**src/rtl/proc_param_if.sv**
```systemverilog
// Bus/handshake bundle for proc_param: instruction/immediate in, run request, done, bus, zero flag.
// master = instruction source / observer, slave = processor.
interface proc_param_if #(
    parameter int unsigned WIDTH = 16
);
    logic [WIDTH-1:0] DIN;
    logic             Run;
    logic             Done;
    logic [WIDTH-1:0] BusWires;
    logic             Zflag;

    modport master (
        output DIN,
        output Run,
        input  Done,
        input  BusWires,
        input  Zflag
    );

    modport slave (
        input  DIN,
        input  Run,
        output Done,
        output BusWires,
        output Zflag
    );
endinterface

```
**src/rtl/proc_param.sv**
```systemverilog
// Parametrised multicycle bus processor: mv/mvi/add/sub/and/or/mvnz/nop over a shared bus.
// Define PROC_PARAM_MVNZ_EN to enable the conditional move (opcode 110); otherwise it is a nop.
module proc_param #(
    parameter int unsigned WIDTH = 16,
    parameter int unsigned NREG  = 8
) (
    input logic         Clock,
    input logic         Reset,
    proc_param_if.slave bus
);
    localparam int unsigned RB = $clog2(NREG);
    localparam int unsigned IW = 3 + 2 * RB;

    typedef enum logic [1:0] {StT0, StT1, StT2, StT3} step_e;
    typedef enum logic [2:0] {
        OpMv, OpMvi, OpAdd, OpSub, OpAnd, OpOr, OpMvnz, OpNop
    } op_e;

    step_e            step_q, step_d;
    logic [IW-1:0]    ir_q;
    logic [WIDTH-1:0] regs_q [NREG];
    logic [WIDTH-1:0] a_q, g_q;
    logic             z_q;

    op_e           op;
    logic [RB-1:0] rx, ry;
    logic          is_alu;

    assign op     = op_e'(ir_q[IW-1 -: 3]);
    assign rx     = ir_q[2*RB-1 -: RB];
    assign ry     = ir_q[RB-1:0];
    assign is_alu = (op == OpAdd) || (op == OpSub) || (op == OpAnd) || (op == OpOr);

    logic [NREG-1:0]  sel_r;
    logic             sel_din, sel_g;
    logic             rx_wr, a_wr, g_wr, done;
    logic [WIDTH-1:0] bus_w, alu_res;

    // Step decode: bus source selects and write enables.
    always_comb begin
        sel_r   = '0;
        sel_din = 1'b0;
        sel_g   = 1'b0;
        rx_wr   = 1'b0;
        a_wr    = 1'b0;
        g_wr    = 1'b0;
        done    = 1'b0;
        unique case (step_q)
            StT1: begin
                unique case (op)
                    OpMv: begin
                        sel_r[ry] = 1'b1;
                        rx_wr     = 1'b1;
                        done      = 1'b1;
                    end
                    OpMvi: begin
                        sel_din = 1'b1;
                        rx_wr   = 1'b1;
                        done    = 1'b1;
                    end
                    OpAdd, OpSub, OpAnd, OpOr: begin
                        sel_r[rx] = 1'b1;
                        a_wr      = 1'b1;
                    end
                    OpMvnz: begin
`ifdef PROC_PARAM_MVNZ_EN
                        sel_r[ry] = 1'b1;
                        rx_wr     = ~z_q;
`endif
                        done = 1'b1;
                    end
                    OpNop: done = 1'b1;
                endcase
            end
            StT2: begin
                sel_r[ry] = 1'b1;
                g_wr      = 1'b1;
            end
            StT3: begin
                sel_g = 1'b1;
                rx_wr = 1'b1;
                done  = 1'b1;
            end
            default: ;
        endcase
    end

    // AND-OR mux: selects are one-hot, so an idle bus reads zero.
    always_comb begin
        bus_w = '0;
        for (int unsigned i = 0; i < NREG; i++) begin
            if (sel_r[i]) bus_w = bus_w | regs_q[i];
        end
        if (sel_din) bus_w = bus_w | bus.DIN;
        if (sel_g) bus_w = bus_w | g_q;
    end

    always_comb begin
        unique case (op)
            OpAdd:   alu_res = a_q + bus_w;
            OpSub:   alu_res = a_q - bus_w;
            OpAnd:   alu_res = a_q & bus_w;
            OpOr:    alu_res = a_q | bus_w;
            default: alu_res = a_q;
        endcase
    end

    always_comb begin
        step_d = StT0;
        unique case (step_q)
            StT0: step_d = bus.Run ? StT1 : StT0;
            StT1: step_d = is_alu ? StT2 : StT0;
            StT2: step_d = StT3;
            StT3: step_d = StT0;
        endcase
    end

    always_ff @(posedge Clock or posedge Reset) begin
        if (Reset) begin
            step_q <= StT0;
            ir_q   <= '0;
            a_q    <= '0;
            g_q    <= '0;
            z_q    <= 1'b0;
            for (int unsigned i = 0; i < NREG; i++) regs_q[i] <= '0;
        end else begin
            step_q <= step_d;
            if (step_q == StT0 && bus.Run) ir_q <= bus.DIN[IW-1:0];
            if (rx_wr) regs_q[rx] <= bus_w;
            if (a_wr) a_q <= bus_w;
            if (g_wr) begin
                g_q <= alu_res;
                z_q <= (alu_res == '0);
            end
        end
    end

    assign bus.BusWires = bus_w;
    assign bus.Done     = done;
    assign bus.Zflag    = z_q;
endmodule

```
**src/flat_wrapper.sv**
```systemverilog
// flat-port wrapper written by rule: the top's interface ports become plain ports
module proc_param_flat 
#(
    parameter int unsigned WIDTH = 16,
    parameter int unsigned NREG  = 8
)
  (Clock, Reset, bus_DIN, bus_Run, bus_Done, bus_BusWires, bus_Zflag);
  proc_param_if #(.WIDTH(WIDTH)) bus_i ();
  input logic Clock;
  input logic Reset;
  input wire logic [$bits(bus_i.DIN)-1:0] bus_DIN;
  input wire logic [$bits(bus_i.Run)-1:0] bus_Run;
  output wire logic [$bits(bus_i.Done)-1:0] bus_Done;
  output wire logic [$bits(bus_i.BusWires)-1:0] bus_BusWires;
  output wire logic [$bits(bus_i.Zflag)-1:0] bus_Zflag;
  assign bus_i.DIN = bus_DIN;
  assign bus_i.Run = bus_Run;
  assign bus_Done = bus_i.Done;
  assign bus_BusWires = bus_i.BusWires;
  assign bus_Zflag = bus_i.Zflag;
  proc_param #(.WIDTH(WIDTH), .NREG(NREG)) u_core (.Clock(Clock), .Reset(Reset), .bus(bus_i));
endmodule
```
**config.mk**
```make
export PLATFORM = sky130hd
export DESIGN_NAME = proc_param_flat
export DESIGN_NICKNAME = d
export VERILOG_FILES = /design/src/rtl/proc_param_if.sv /design/src/rtl/proc_param.sv /design/src/flat_wrapper.sv
export SDC_FILE = /design/constraint.sdc
export NUM_CORES = 1
export LEC_CHECK = 0
export CORE_MARGIN = 2
export CORE_UTILIZATION = 62
export CTS_CLUSTER_SIZE = 14
export DETAILED_ROUTE_END_ITERATION = 12
export PLACE_DENSITY = 0.89
export SYNTH_ARGS = -nofsm -noshare
export SYNTH_HDL_FRONTEND = slang
export SYNTH_SLANG_ARGS = --single-unit
```
**constraint.sdc**
```tcl
create_clock -name Clock -period 6.5 [get_ports Clock]
set_input_delay 1.3 -clock Clock [delete_from_list [all_inputs] [get_ports Clock]]
set_output_delay 1.3 -clock Clock [all_outputs]
set_load 0.01 [all_outputs]
```
==> metrics.md <==
| Metric | Value |
|---|---|
| Outcome | finished, final reports clean |
| Max Buffers Root-to-Sink | 2 |
| Top delay family on crit path | simple AND/OR/NAND/NOR gates |
| CTS Root Buffer Type | clkbuf_16 |
| Wire length per cell | 22.6 µm |
| Layout area overhead | 13.2% |
| Die X | 128 µm |
| ANT nets after route | 0 |
| Post-Syn Area | 9590 µm² |
| Critical path's largest stage delay | 0.54 ns |
| Critical path class | reg2reg |
| Setup Viol. Count Final | 0 |
| Startpoint types | flop |
| Total of max-cap violations | 0 |
| CP Max Fanout | 9 |
| Skew final | 0.0109 ns |
| Worst-margin pin slew | 1.16 ns |
| Vias per cell | 6.85 |
| CP dominant cell by count | a21oi_1 |
| Design Area, Final | 10900 µm² |
| Synth unique cells | 74 |
| Register bit count reported by yosys | 172 |
| Final Slew Violations | 0 |
| Crit-path cells | inv_1 > ha_1 > nor2b_1 > o2111a_1 > or2_1 > a222oi_1 > and4b_1 > inv_2 > nor4b_2 > a21oi_1 > xnor2_1 > ha_1 > a21oi_1 > nand2_1 > o21a_1 > a21oi_1 > nor2b_1 > nor2_1 > xnor2_1 > o221a_2 > or2_2 > or4_1 > nor4_2 > a32o_1 |
| Total negative slack | 0 ns |
| DRT Pass-1 Iters | 8 |
| Synth area leader | dfrtp_1 |
| I/O Pins | 37 |
| Yosys top cell area share | 44.9% |
| Syn avg cell area | 8.90 µm² |
| Global Route Usage Sum | 36.8% |
| Starting Density | 63.3% |
| GRT met1 Usage | 49.7% |
| Net Count, Synth | 1121 |
| Relative slew margins | 22.5% |
| Synth area leaders | dfrtp_1 45%, o21ai_0 8.9%, nand2_1 7.3%, ha_1 3.1%, clkbuf_1 3.0% |
| Mapped Cells | 1077 |
| Slowest stage cell, crit path | or4_1 |
| Number of diodes | 0 |
| Worst Hold Class | reg2reg |
| Most frequent cell after synthesis | nand2_1 |
| Synth Flop Type | dfrtp_1 |
| Minimum clock period after layout | 6.16 ns |
| Post-synth EDFFs | 0 |
| Largest net degree at the start of global routing | 90 |
| YS warnings | 0 |
| Vias in the first global route | 8401 |
| Core Box Area | 15100 µm² |
| RD Place Congestion | 0.991 |
| Die Y-Extent | 128 µm |
| Fin util | 71.6% |
| Grt ovf | 0 |
| Crit share post-route | 94.7% |
| CTS H-tree lvls | 4 |
| Clk slew on worst S/H paths | 0.07 ns |
| Initial antenna violation count | 0 |
| Vias | 8862 |
| Worst EP arrival | 6.54 ns |
| Sequential area share after synthesis | 44.9% |
| Met2 Use GR | 54.4% |
| Buffers & Inverters on Critical Path | 2 |
| TritonCTS Sinks | 172 |
| Final Routed Wirelength | 29200 µm |
| First-pass GRT wire length | 46100 µm |
| DRC viols | 0 |
| Die Footprint | 16500 µm² |
| Most frequent cells after synthesis | 186 x nand2_1, 172 x dfrtp_1, 171 x o21ai_0 |
| Detailed Route Iter0 Violations | 1395 |
| FMAX | 162 MHz |
| Busiest grt layer | met2 |
| HPWL Detailed | 20200 µm |
| Nets | 1137 |
| CP endpoint kind | flop |
| Met3 usage | 8.98% |
| CTS tree | built |
| Layout cells sized above 1 | 10.8% |
| Num CTS Buffers | 17 |
| Asr flop ratio synth | 100% |
| Skew-Pair Late Insertion Delay | 0.45 ns |
| Placement-stage cell area | 10200 µm² |
| Fin. Hold Viols | 0 |
| Post-CTS Setup Bufs | 0 |
| Row count | 45 |
| CP required | 6.88 ns |
| Port Buffers | 36 |
==> worst reg2reg max path: stages, from the launching register on <==
cell,delay (ns)
dfrtp_1,0.41
inv_1,0.10
ha_1,0.44
nor2b_1,0.24
o2111a_1,0.23
or2_1,0.38
a222oi_1,0.37
and4b_1,0.48
inv_2,0.12
nor4b_2,0.36
a21oi_1,0.14
xnor2_1,0.24
ha_1,0.29
a21oi_1,0.18
nand2_1,0.07
o21a_1,0.20
a21oi_1,0.15
nor2b_1,0.07
nor2_1,0.12
xnor2_1,0.07
o221a_2,0.25
or2_2,0.27
or4_1,0.54
nor4_2,0.17
a32o_1,0.19
==> metrics by stage <==
step | cells | hold slack, ns | setup WS, ns
6_report | 1294 | 0.482 | 0.342
4_1_cts | 1294 | 0.484 | 0.415
3_5_place_dp | 1262 | 0.467 | 0.259
3_3_place_gp | 1262 | 0.454 | 0.434
2_1_floorplan | 1077 | 0.442 | 0.540
5_1_grt | 1294 | 0.495 | -0.00571
==> flip-flops by register name, indices dropped and copies added, names as in the netlist, named ones only <==
register          cells
u_core.regs_q       128
u_core.bus.Zflag      1
u_core.ir_q           9
u_core.step_q         1
u_core.g_q           16
u_core.a_q           16
==> final cells by class <==
| cell class | instances | area [µm²] |
|---|---|---|
| repair buffers | 83 | 713 |
| clock inverters | 13 | 184 |
| well taps | 188 | 235 |
| multi-input cells | 791 | 4870 |
| clock buffers | 19 | 433 |
| inverters | 28 | 110 |
| flip-flops and latches | 172 | 4300 |
| fillers | 1067 | 4300 |
==> what timing repair did <==
action,CTS,global route
resized for setup,0,3
hold buffers,0,0
endpoints found under the setup margin,0,1
==> cell usage in the layout (no fill, tap or decap), types with 6 or more instances in the layout <==
cell	count
a211oi_1	10
nor2b_1	8
nand2b_1	9
a22o_1	7
buf_4	47
nand3_1	17
nor2_1	53
and3_1	6
clkdlybuf4s50_1	36
o21a_1	8
o21ai_0	171
o211ai_1	6
a22oi_1	29
clkbuf_16	17
mux2_2	24
nand2_1	186
nand4_1	9
ha_1	24
dfrtp_1	172
mux2i_1	15
a222oi_1	13
xnor2_1	22
inv_1	25
a21oi_1	47
nor3_1	10
and2_1	7
nor3b_1	6
==> final timing paths <==
path,from,endpoint,slack [ns],cells after the start
setup / recovery,u_core.step_q[0],u_core.bus.Zflag,0.34,24
hold / removal,u_core.regs_q[47],u_core.regs_q[47],0.48,2
setup reg to reg,u_core.step_q[0],u_core.bus.Zflag,0.34,24
hold reg to reg,u_core.regs_q[47],u_core.regs_q[47],0.48,2
max in group asynchronous,Reset,u_core.g_q[6],4.03,3
min in group asynchronous,Reset,u_core.regs_q[62],1.40,2
==> kinds of logic (layout without fill, tap and decap cells) <==
logic type	after synthesis	count (layout)	synth area share (%)
compound gates	349	349	22.6
simple gates	349	349	17.1
flops	172	172	44.9
buf+inv	114	143	4.68
mux	40	40	4.62
xor+xnor	28	28	2.75
fa+ha+maj	25	25	3.34
==> layer usage <==
| metal | wire length (µm) | part of all wire (%) |
|---|---|---|
| met5 | 0 | 0 |
| met4 | 1730 | 5.9 |
| met3 | 3530 | 12 |
| met2 | 12800 | 44 |
| met1 | 11200 | 38 |
Power is not shown: default switching activity piles up to over one toggle a cycle in this logic, so the estimate is an artifact.
